===== src/rtl/poolb_dp_gen.sv =====
// 2x2 stride-2 pooling datapath: consumes one column of a row pair per
// accepted beat and emits one pooled element per unit every second column.
module poolb_dp_gen #(
  parameter int DATA_WIDTH = 32,
  parameter int NUM_UNITS  = 3,
  parameter int IFM_SIZE   = 7,
  parameter int ARITH_TYPE = 0,
  parameter int POOL_MODE  = 0
) (
  input  logic                            clk,
  input  logic                            reset,
  input  logic                            clear,
  input  logic                            in_valid,
  output logic                            in_ready,
  input  logic [NUM_UNITS*DATA_WIDTH-1:0] data_in_A,
  input  logic [NUM_UNITS*DATA_WIDTH-1:0] data_in_B,
  output logic [NUM_UNITS*DATA_WIDTH-1:0] data_out,
  output logic                            out_valid,
  input  logic                            out_ready,
  output logic                            frame_last
);

  localparam int HW    = DATA_WIDTH + 2;
  localparam int PAIRS = IFM_SIZE / 2;
  localparam int CW    = (IFM_SIZE > 1) ? $clog2(IFM_SIZE) : 1;
  localparam int RW    = (PAIRS > 1) ? $clog2(PAIRS) : 1;
  localparam logic [CW-1:0] COL_LAST      = CW'(IFM_SIZE - 1);
  localparam logic [CW-1:0] COL_FINAL_OUT = CW'(2 * PAIRS - 1);
  localparam logic [RW-1:0] RP_LAST       = RW'(PAIRS - 1);
  localparam bit            ODD_IFM       = (IFM_SIZE % 2) == 1;

  logic [CW-1:0] r_col;
  logic [RW-1:0] r_rp;
  logic [HW-1:0] r_hold [NUM_UNITS];
  logic [NUM_UNITS*DATA_WIDTH-1:0] r_dataOut;
  logic r_outValid;
  logic r_frameLast;

  logic w_accept;
  logic w_holdEn;
  logic w_outEn;
  logic [HW-1:0] w_a    [NUM_UNITS];
  logic [HW-1:0] w_b    [NUM_UNITS];
  logic [HW-1:0] w_pair [NUM_UNITS];
  logic [HW-1:0] w_quad [NUM_UNITS];
  logic [DATA_WIDTH-1:0] w_shift [NUM_UNITS];
  logic [NUM_UNITS*DATA_WIDTH-1:0] w_result;

  // Two guard bits hold the sum of four elements without overflow in either arithmetic.
  function automatic logic [HW-1:0] ext(input logic [DATA_WIDTH-1:0] v);
    if (ARITH_TYPE == 0) return {{2{v[DATA_WIDTH-1]}}, v};
    else                 return {2'b00, v};
  endfunction

  function automatic logic [HW-1:0] maxOf(input logic [HW-1:0] x, input logic [HW-1:0] y);
    logic gt;
    if (ARITH_TYPE == 0) gt = $signed(x) > $signed(y);
    else                 gt = x > y;
    return gt ? x : y;
  endfunction

  // Clear blocks acceptance so a flush never races a column into the counters.
  assign in_ready = !(r_outValid && !out_ready) && !clear;
  assign w_accept = in_valid && in_ready;
  assign w_outEn  = w_accept && r_col[0];
  assign w_holdEn = w_accept && !r_col[0] && !(ODD_IFM && (r_col == COL_LAST));

  always_comb begin
    w_result = '0;
    for (int k = 0; k < NUM_UNITS; k++) begin
      w_a[k] = ext(data_in_A[k*DATA_WIDTH +: DATA_WIDTH]);
      w_b[k] = ext(data_in_B[k*DATA_WIDTH +: DATA_WIDTH]);
      if (POOL_MODE == 0) begin
        w_pair[k] = maxOf(w_a[k], w_b[k]);
        w_quad[k] = maxOf(r_hold[k], w_pair[k]);
      end else begin
        w_pair[k] = w_a[k] + w_b[k];
        w_quad[k] = r_hold[k] + w_pair[k];
      end
      if (ARITH_TYPE == 0) w_shift[k] = DATA_WIDTH'($signed(w_quad[k]) >>> 2);
      else                 w_shift[k] = DATA_WIDTH'(w_quad[k] >> 2);
      w_result[k*DATA_WIDTH +: DATA_WIDTH] =
        (POOL_MODE == 0) ? w_quad[k][DATA_WIDTH-1:0] : w_shift[k];
    end
  end

  always_ff @(posedge clk or posedge reset) begin
    if (reset) begin
      r_col <= '0;
      r_rp  <= '0;
    end else if (clear) begin
      r_col <= '0;
      r_rp  <= '0;
    end else if (w_accept) begin
      if (r_col == COL_LAST) begin
        r_col <= '0;
        r_rp  <= (r_rp == RP_LAST) ? '0 : r_rp + RW'(1);
      end else begin
        r_col <= r_col + CW'(1);
      end
    end
  end

  always_ff @(posedge clk or posedge reset) begin
    if (reset) begin
      for (int k = 0; k < NUM_UNITS; k++) r_hold[k] <= '0;
    end else if (clear) begin
      for (int k = 0; k < NUM_UNITS; k++) r_hold[k] <= '0;
    end else if (w_holdEn) begin
      for (int k = 0; k < NUM_UNITS; k++) r_hold[k] <= w_pair[k];
    end
  end

  // A pending result survives clear; only the downstream handshake retires it.
  always_ff @(posedge clk or posedge reset) begin
    if (reset) begin
      r_dataOut   <= '0;
      r_outValid  <= 1'b0;
      r_frameLast <= 1'b0;
    end else if (w_outEn) begin
      r_dataOut   <= w_result;
      r_outValid  <= 1'b1;
      r_frameLast <= (r_col == COL_FINAL_OUT) && (r_rp == RP_LAST);
    end else if (r_outValid && out_ready) begin
      r_outValid  <= 1'b0;
      r_frameLast <= 1'b0;
    end
  end

  assign data_out   = r_dataOut;
  assign out_valid  = r_outValid;
  assign frame_last = r_frameLast;

endmodule

===== config.mk =====
export PLATFORM = sky130hd
export DESIGN_NAME = poolb_dp_gen
export DESIGN_NICKNAME = d
export VERILOG_FILES = /design/src/rtl/poolb_dp_gen.sv
export SDC_FILE = /design/constraint.sdc
export NUM_CORES = 1
export LEC_CHECK = 0
export BUFFER_PORTS_ARGS = -buffer_cell sky130_fd_sc_hd__buf_2
export CAP_MARGIN = 20
export CORE_UTILIZATION = 30
export CTS_CLUSTER_DIAMETER = 200
export DETAILED_ROUTE_END_ITERATION = 10
export PLACE_DENSITY = 0.55
export SLEW_MARGIN = 0
export SYNTH_ARGS = -nofsm -noshare
export SYNTH_HDL_FRONTEND = slang
export SYNTH_SLANG_ARGS = --single-unit

===== constraint.sdc =====
create_clock -name clk -period 12.8 [get_ports clk]
set_clock_uncertainty 0.1 [all_clocks]
set_input_delay 1.92 -clock clk [delete_from_list [all_inputs] [get_ports clk]]
set_output_delay 1.92 -clock clk [all_outputs]
set_load 0.01 [all_outputs]

# Word level (Yosys, flattened, before mapping)

Index checks and enable logic that the tools add are counted.

Reductions and logical operators: 18
$add $sub $neg: 2
Equal/unequal tests: 3
Order comparisons: 6
Mux-type cells: 18

Operators by type and width:

| kind                                        | number |
|---|---|
| two-way mux 102 bit                         | 2 |
| > comparator 34 bit                         | 3 |
| two-way mux 34 bit                          | 3 |
| > comparator 32 bit                         | 3 |
| two-way mux 32 bit                          | 3 |
| two-way mux 3 bit                           | 3 |
| logical AND 1 bit                           | 8 |
| two-way mux 2 bit                           | 4 |
| nonzero test 2 bit                          | 4 |
| == test 3 bit, second input constant        | 2 |
| logical NOT 1 bit                           | 5 |
| adder 3 x 1 -> 3 bit, second input constant | 1 |
| two-way mux 1 bit                           | 3 |
| adder 2 x 1 -> 2 bit, second input constant | 1 |
| == test 2 bit, second input constant        | 1 |
| AND reduction 2 bit                         | 1 |

Output and inout bits: 99
Logic and storage cells: 55
Register bits: 205

# Depth between registers and ports, before layout

Depth after elaboration: 9
Gate-level depth with buffers: 25

# Least setup slack after synthesis

Ideal clock, no wire load.

Path kind: input port to flip-flop
Start point: input port data_in_B[63]
End point: register r_dataOut[36] (netlist: data_out[36])
Buffers on the path: 2
Library setup time: 0.077 ns
Data required time: 12.623 ns
Cell stages on the path: 22
Data arrival time: 6.549 ns
Setup slack: 6.074 ns
Cells stage by stage: inv_1 ha_1 buf_4 inv_1 a21oi_1 a211oi_1 nand2_1 o31ai_1 buf_2 mux2i_1 ha_1 a2111oi_0 o21ai_0 o21ai_0 nor3_1 a211oi_1 o31ai_1 or3_1 a31o_2 o31ai_4 mux2_2 a21oi_1

Word-level cells in the longest chain between the ends: 4

Ends and longest elaborated chain:

| item                   | line | text |
|---|---|---|
| start: declaration     | 16   | `input logic [NUM_UNITS*DATA_WIDTH-1:0] data_in_B,` |
| > comparator 32 bit    | 57   | `if (ARITH_TYPE == 0) gt = $signed(x) > $signed(y);` |
| two-way mux 34 bit (*) | 59   | `return gt ? x : y;` |
| > comparator 34 bit    | 57   |  |
| two-way mux 32 bit (*) | 59   |  |
| end signal: assignment | 121  | `r_dataOut <= w_result;` |
| end: declaration       | 35   | `logic [NUM_UNITS*DATA_WIDTH-1:0] r_dataOut;` |

Mark *: on every way between the ends. The rest lies on a longest branch, timed or not.
A chain may end at the register's enable or synchronous reset.

# Final worst setup path

Start point: input port data_in_A[63]
End point: register r_dataOut[53] (netlist: data_out[53])

Word-level cells in the longest chain between the ends: 4

Ends and longest elaborated chain:

| item                   | line | text |
|---|---|---|
| start: declaration     | 15   | `input logic [NUM_UNITS*DATA_WIDTH-1:0] data_in_A,` |
| > comparator 32 bit    | 57   |  |
| two-way mux 34 bit (*) | 59   |  |
| > comparator 34 bit    | 57   |  |
| two-way mux 32 bit (*) | 59   |  |

Marks and branches as above.

==> summary.log <==
[run_status] result of the run complete, no violations
[synthesis] count of distinct cell types in the synthesized netlist 69
[floorplanning] die height 224 um
[timing] Final Hold Violating Endpoints 0
[timing] final clock period utilization by the worst path 0.596
[synthesis] simple-gate portion of the synthesized area 0.156
[placed_design] port bufs 295
[synthesis] proportion of synthesized flip-flops having asynchronous set or reset 1.00
[timing] maximum clock frequency 131 MHz
[synthesis] fraction of the mapped netlist area in compound gates 0.176
[global_routing] vias in the first global route 13000
[timing] final setup vio count 0
[synthesis] cell type contributing the most total cell area after synthesis sky130_fd_sc_hd__dfrtp_1
[routing] post-detailed-route count of antenna-violating nets 0
[cts] worst-skew pair later-pin latency 460 ps
[power] portion of total power attributed to combinational logic 0.397
[placed_design] Inst Count DP 2526
[timing] RSZ-0062 raised after global routing no
[cts] root cell of the clock tree sky130_fd_sc_hd__clkbuf_16
[floorplanning] initial standard-cell utilization of the core 0.304
[placed_design] GP Congestion 0.854
[cts] Post-CTS Hold Buffers 0
[routing] total number of vias 12900
[cts] clock-pin transition on the worst setup and hold timing paths 70 ps
[synthesis] number of synthesized register bits 199
[routing] number of search-and-repair iterations in the first detailed-routing pass 7
[min_path] min-delay worst type flop to flop
[synthesis] multiplexer share of the synthesized area 0.110
[synthesis] Post-Syn Nets 2017
[synthesis] leading cell types by total area after synthesis sky130_fd_sc_hd__dfrtp_1, sky130_fd_sc_hd__ha_1, sky130_fd_sc_hd__mux2i_1, sky130_fd_sc_hd__o21ai_0, sky130_fd_sc_hd__nand3b_1
[floorplanning] Die Footprint 50400 um^2
[cts] Inserted Clock Buffers 17
[power] Max VDD drop 0.0000909 V
[cts] Num Clock Sinks 199
[power] Sw Ratio 0.380
[synthesis] dominant register cell in the synthesized netlist sky130_fd_sc_hd__dfrtp_1
[routing] # DRC 0
[timing] Min Clock Period, post-route 7620 ps
[synthesis] area share of the largest cell type after synthesis 0.336
[floorplanning] area inside the core boundary 48800 um^2
[power] power density over the cells 142 nW/um^2
[cts] total number of H-tree levels 4
[global_routing] antenna violations before repair 1
[min_path] Min-Delay Path Depth 2
[flow_run] Max Cap Viol 0
[floorplanning] Die X 224 um
[critical_path] sort of element at the end of the critical path flop
[critical_path] cell count of the worst reg-to-reg path 13
[synthesis] number of enable-type register cells in the synthesized netlist 0
[floorplanning] num rows 81
[synthesis] dominant combinational cell family by area after synthesis compound AO/OA/AOI/OAI gates
[final_layout] layout filler cell count 5087
[placed_design] post-detail-place hpwl 32.6 mm
[timing] Max Transition Viols Final 0
[timing] TNS Setup 0 ps
[critical_path] data arrival at the endpoint of the critical path 7900 ps
[routing] sum of routed wire length over all layers 43.1 mm
[critical_path] path type of the worst setup path primary input to flop
[critical_path] maximum fanout count along the critical path 52
[floorplanning] Top Ports 296
[synthesis] Avg Synthesized Cell Area 9.08 um^2
[power] overall power of the completed layout 2500 uW
[critical_path] startpoint types primary input
[routing] post-DR wirelength/cell 16.8 um
[cts] CTS tree built
[synthesis] post-synthesis adder-cell area fraction 0.157
[power] part of the total power dissipated in the clock network 0.237
[synthesis] synthesized netlist cell count 1634
[synthesis] count of warnings emitted by yosys 0
[final_layout] proportion of layout cells with a drive suffix above 1 0.205
[routing] First DRT Iteration DRCs 674
[routing] vias per std cell 5.06
[synthesis] Syn Std Cell Area 14800 um^2
[global_routing] largest net degree at the start of global routing 114
[cts] maximum number of buffers from clock root to sink 2
[timing] Worst Max-Slew Pin Slew 1100 ps
[power] switching power of the nets 947 uW
[global_routing] Total Routing Usage GR 0.174
[global_routing] Remaining Overflow, GRT 0
[cts] Resize count post-CTS 0
[final_layout] growth of design area from synthesis to finish 18.4%
[timing] slew margin rel. 0.269
[global_routing] wire length of the first global-routing pass 69.1 mm
[power] Leakage Power 0.00900 uW
[cts] post-CTS setup-driven buffer insertion count 0
[synthesis] xor-xnor portion of the synthesized cell area 0.00177
[final_layout] number of cells in the finished layout apart from fillers 2559
[synthesis] sequential element share of the synthesized area 0.336
[power] sequential cell fraction of total power 0.366
[final_layout] net total in the final layout 2264
[critical_path] endpoint required time on the critical path 13080 ps
[power] Int Power 1550 uW
## worst max-delay path: stages
cell and delay, ps:
sky130_fd_sc_hd__buf_2 110, sky130_fd_sc_hd__ha_1 440, sky130_fd_sc_hd__inv_1 260, sky130_fd_sc_hd__a21oi_1 70
sky130_fd_sc_hd__a211oi_1 450, sky130_fd_sc_hd__nand2_1 280, sky130_fd_sc_hd__o31ai_4 260, sky130_fd_sc_hd__buf_4 460
sky130_fd_sc_hd__mux2i_1 390, sky130_fd_sc_hd__ha_1 330, sky130_fd_sc_hd__a2111oi_0 370, sky130_fd_sc_hd__o21ai_0 130
sky130_fd_sc_hd__o21ai_0 100, sky130_fd_sc_hd__nor3_1 60, sky130_fd_sc_hd__a211oi_1 260, sky130_fd_sc_hd__o31ai_1 180
sky130_fd_sc_hd__or3_1 370, sky130_fd_sc_hd__a31o_2 240, sky130_fd_sc_hd__o31ai_4 380, sky130_fd_sc_hd__buf_4 460
sky130_fd_sc_hd__o21ai_0 140, sky130_fd_sc_hd__o21ai_1 180
## cells in the mapped netlist, types with 6 or more instances
library cell / count
sky130_fd_sc_hd__nor2b_1: 11
sky130_fd_sc_hd__nand3b_1: 98
sky130_fd_sc_hd__o21ai_1: 41
sky130_fd_sc_hd__nor4_1: 7
sky130_fd_sc_hd__nand4_1: 36
sky130_fd_sc_hd__inv_1: 156
sky130_fd_sc_hd__ha_1: 186
sky130_fd_sc_hd__nand2_1: 114
sky130_fd_sc_hd__a21oi_1: 66
sky130_fd_sc_hd__dfrtp_1: 199
sky130_fd_sc_hd__mux2i_1: 126
sky130_fd_sc_hd__nor2_1: 59
sky130_fd_sc_hd__a211oi_1: 6
sky130_fd_sc_hd__nand3_1: 19
sky130_fd_sc_hd__o21ai_0: 182
sky130_fd_sc_hd__and2_1: 32
sky130_fd_sc_hd__and3_1: 7
sky130_fd_sc_hd__o211ai_1: 8
sky130_fd_sc_hd__nor3_1: 15
sky130_fd_sc_hd__clkbuf_1: 56
sky130_fd_sc_hd__mux2_2: 33
sky130_fd_sc_hd__o21a_1: 9
sky130_fd_sc_hd__a21o_1: 68
sky130_fd_sc_hd__o31ai_1: 6
sky130_fd_sc_hd__buf_2: 12
## power groups by stage
stage	logic [uW]	registers, uW	clock network, uW
3_3_place_gp	992	922	0
4_1_cts	1010	916	615
5_1_grt	1110	939	636
2_1_floorplan	559	975	0
6_report	992	913	591
3_5_place_dp	1010	926	0
## registers in the layout (all words and copies together), names as in the netlist
| name | cells |
|---|---|
| frame_last | 1 |
| out_valid | 1 |
| r_hold | 96 |
| data_out | 96 |
| r_rp | 2 |
| r_col | 3 |
## path summary, 6_finish.rpt
kind / end / from / slack [ps]
min reg2reg: data_out[67] / data_out[67] / 370
max in group asynchronous: data_out[54] / reset / 9730
min: data_out[67] / data_out[67] / 370
min in group asynchronous: data_out[91] / reset / 1440
max reg2reg: data_out[53] / r_hold[55] / 8990
max: data_out[53] / data_in_A[63] / 5180
## routing by layer
metal / vias up / track usage / wire, um
li1: 6332 / - / -
met3: 38 / 0.0385 / 2290
met4: 0 / 0.0533 / 814
met1: 6271 / 0.224 / 19800
met5: - / 0 / 0
met2: 304 / 0.287 / 20200
## kinds of logic after synthesis
group	after synthesis
compound gates	433
simple gates	418
flops	199
mux	159
buf+inv	235
fa+ha+maj	187
xor+xnor	3
## area by class of cell
class / instances / area, um^2 / share of cell area
Antenna cell: 1 / 2.50 / 0.000142
Clock buffer: 21 / 450 / 0.0256
Clock inverter: 11 / 174 / 0.00990
Inverter: 156 / 593 / 0.0338
Multi-Input combinational cell: 1200 / 8970 / 0.511
Sequential cell: 199 / 4980 / 0.283
Tap cell: 664 / 831 / 0.0473
Timing Repair Buffer: 307 / 1570 / 0.0892
## placed cells by master (no fill, tap or decap), types with 7 or more instances in the layout
cell type / count
sky130_fd_sc_hd__a21o_1: 68
sky130_fd_sc_hd__nor2_1: 59
sky130_fd_sc_hd__o21ai_0: 182
sky130_fd_sc_hd__nor4_1: 7
sky130_fd_sc_hd__o211ai_1: 8
sky130_fd_sc_hd__o21ai_1: 41
sky130_fd_sc_hd__buf_4: 12
sky130_fd_sc_hd__nand3b_1: 98
sky130_fd_sc_hd__o21a_1: 8
sky130_fd_sc_hd__inv_1: 155
sky130_fd_sc_hd__nor3_1: 15
sky130_fd_sc_hd__dfrtp_1: 199
sky130_fd_sc_hd__nand3_1: 19
sky130_fd_sc_hd__a21oi_1: 66
sky130_fd_sc_hd__mux2i_1: 126
sky130_fd_sc_hd__and2_1: 32
sky130_fd_sc_hd__ha_1: 186
sky130_fd_sc_hd__nand4_1: 36
sky130_fd_sc_hd__clkbuf_16: 17
sky130_fd_sc_hd__buf_2: 295
sky130_fd_sc_hd__nor2b_1: 11
sky130_fd_sc_hd__mux2_2: 33
sky130_fd_sc_hd__nand2_1: 112
## through the flow
step / hold WS [ps] / worst slack [ps] / cell area [um^2] / utilization
3_5_place_dp: 364 / 4550 / 16900 / 0.347
3_3_place_gp: 351 / 4640 / 16900 / 0.347
2_1_floorplan: 380 / 5350 / 14800 / -
6_report: 372 / 5180 / 17600 / 0.360
4_1_cts: 381 / 5070 / 17600 / 0.360
5_1_grt: 412 / 4530 / 17600 / 0.360
No activity file was read; power rests on OpenSTA's default activity.
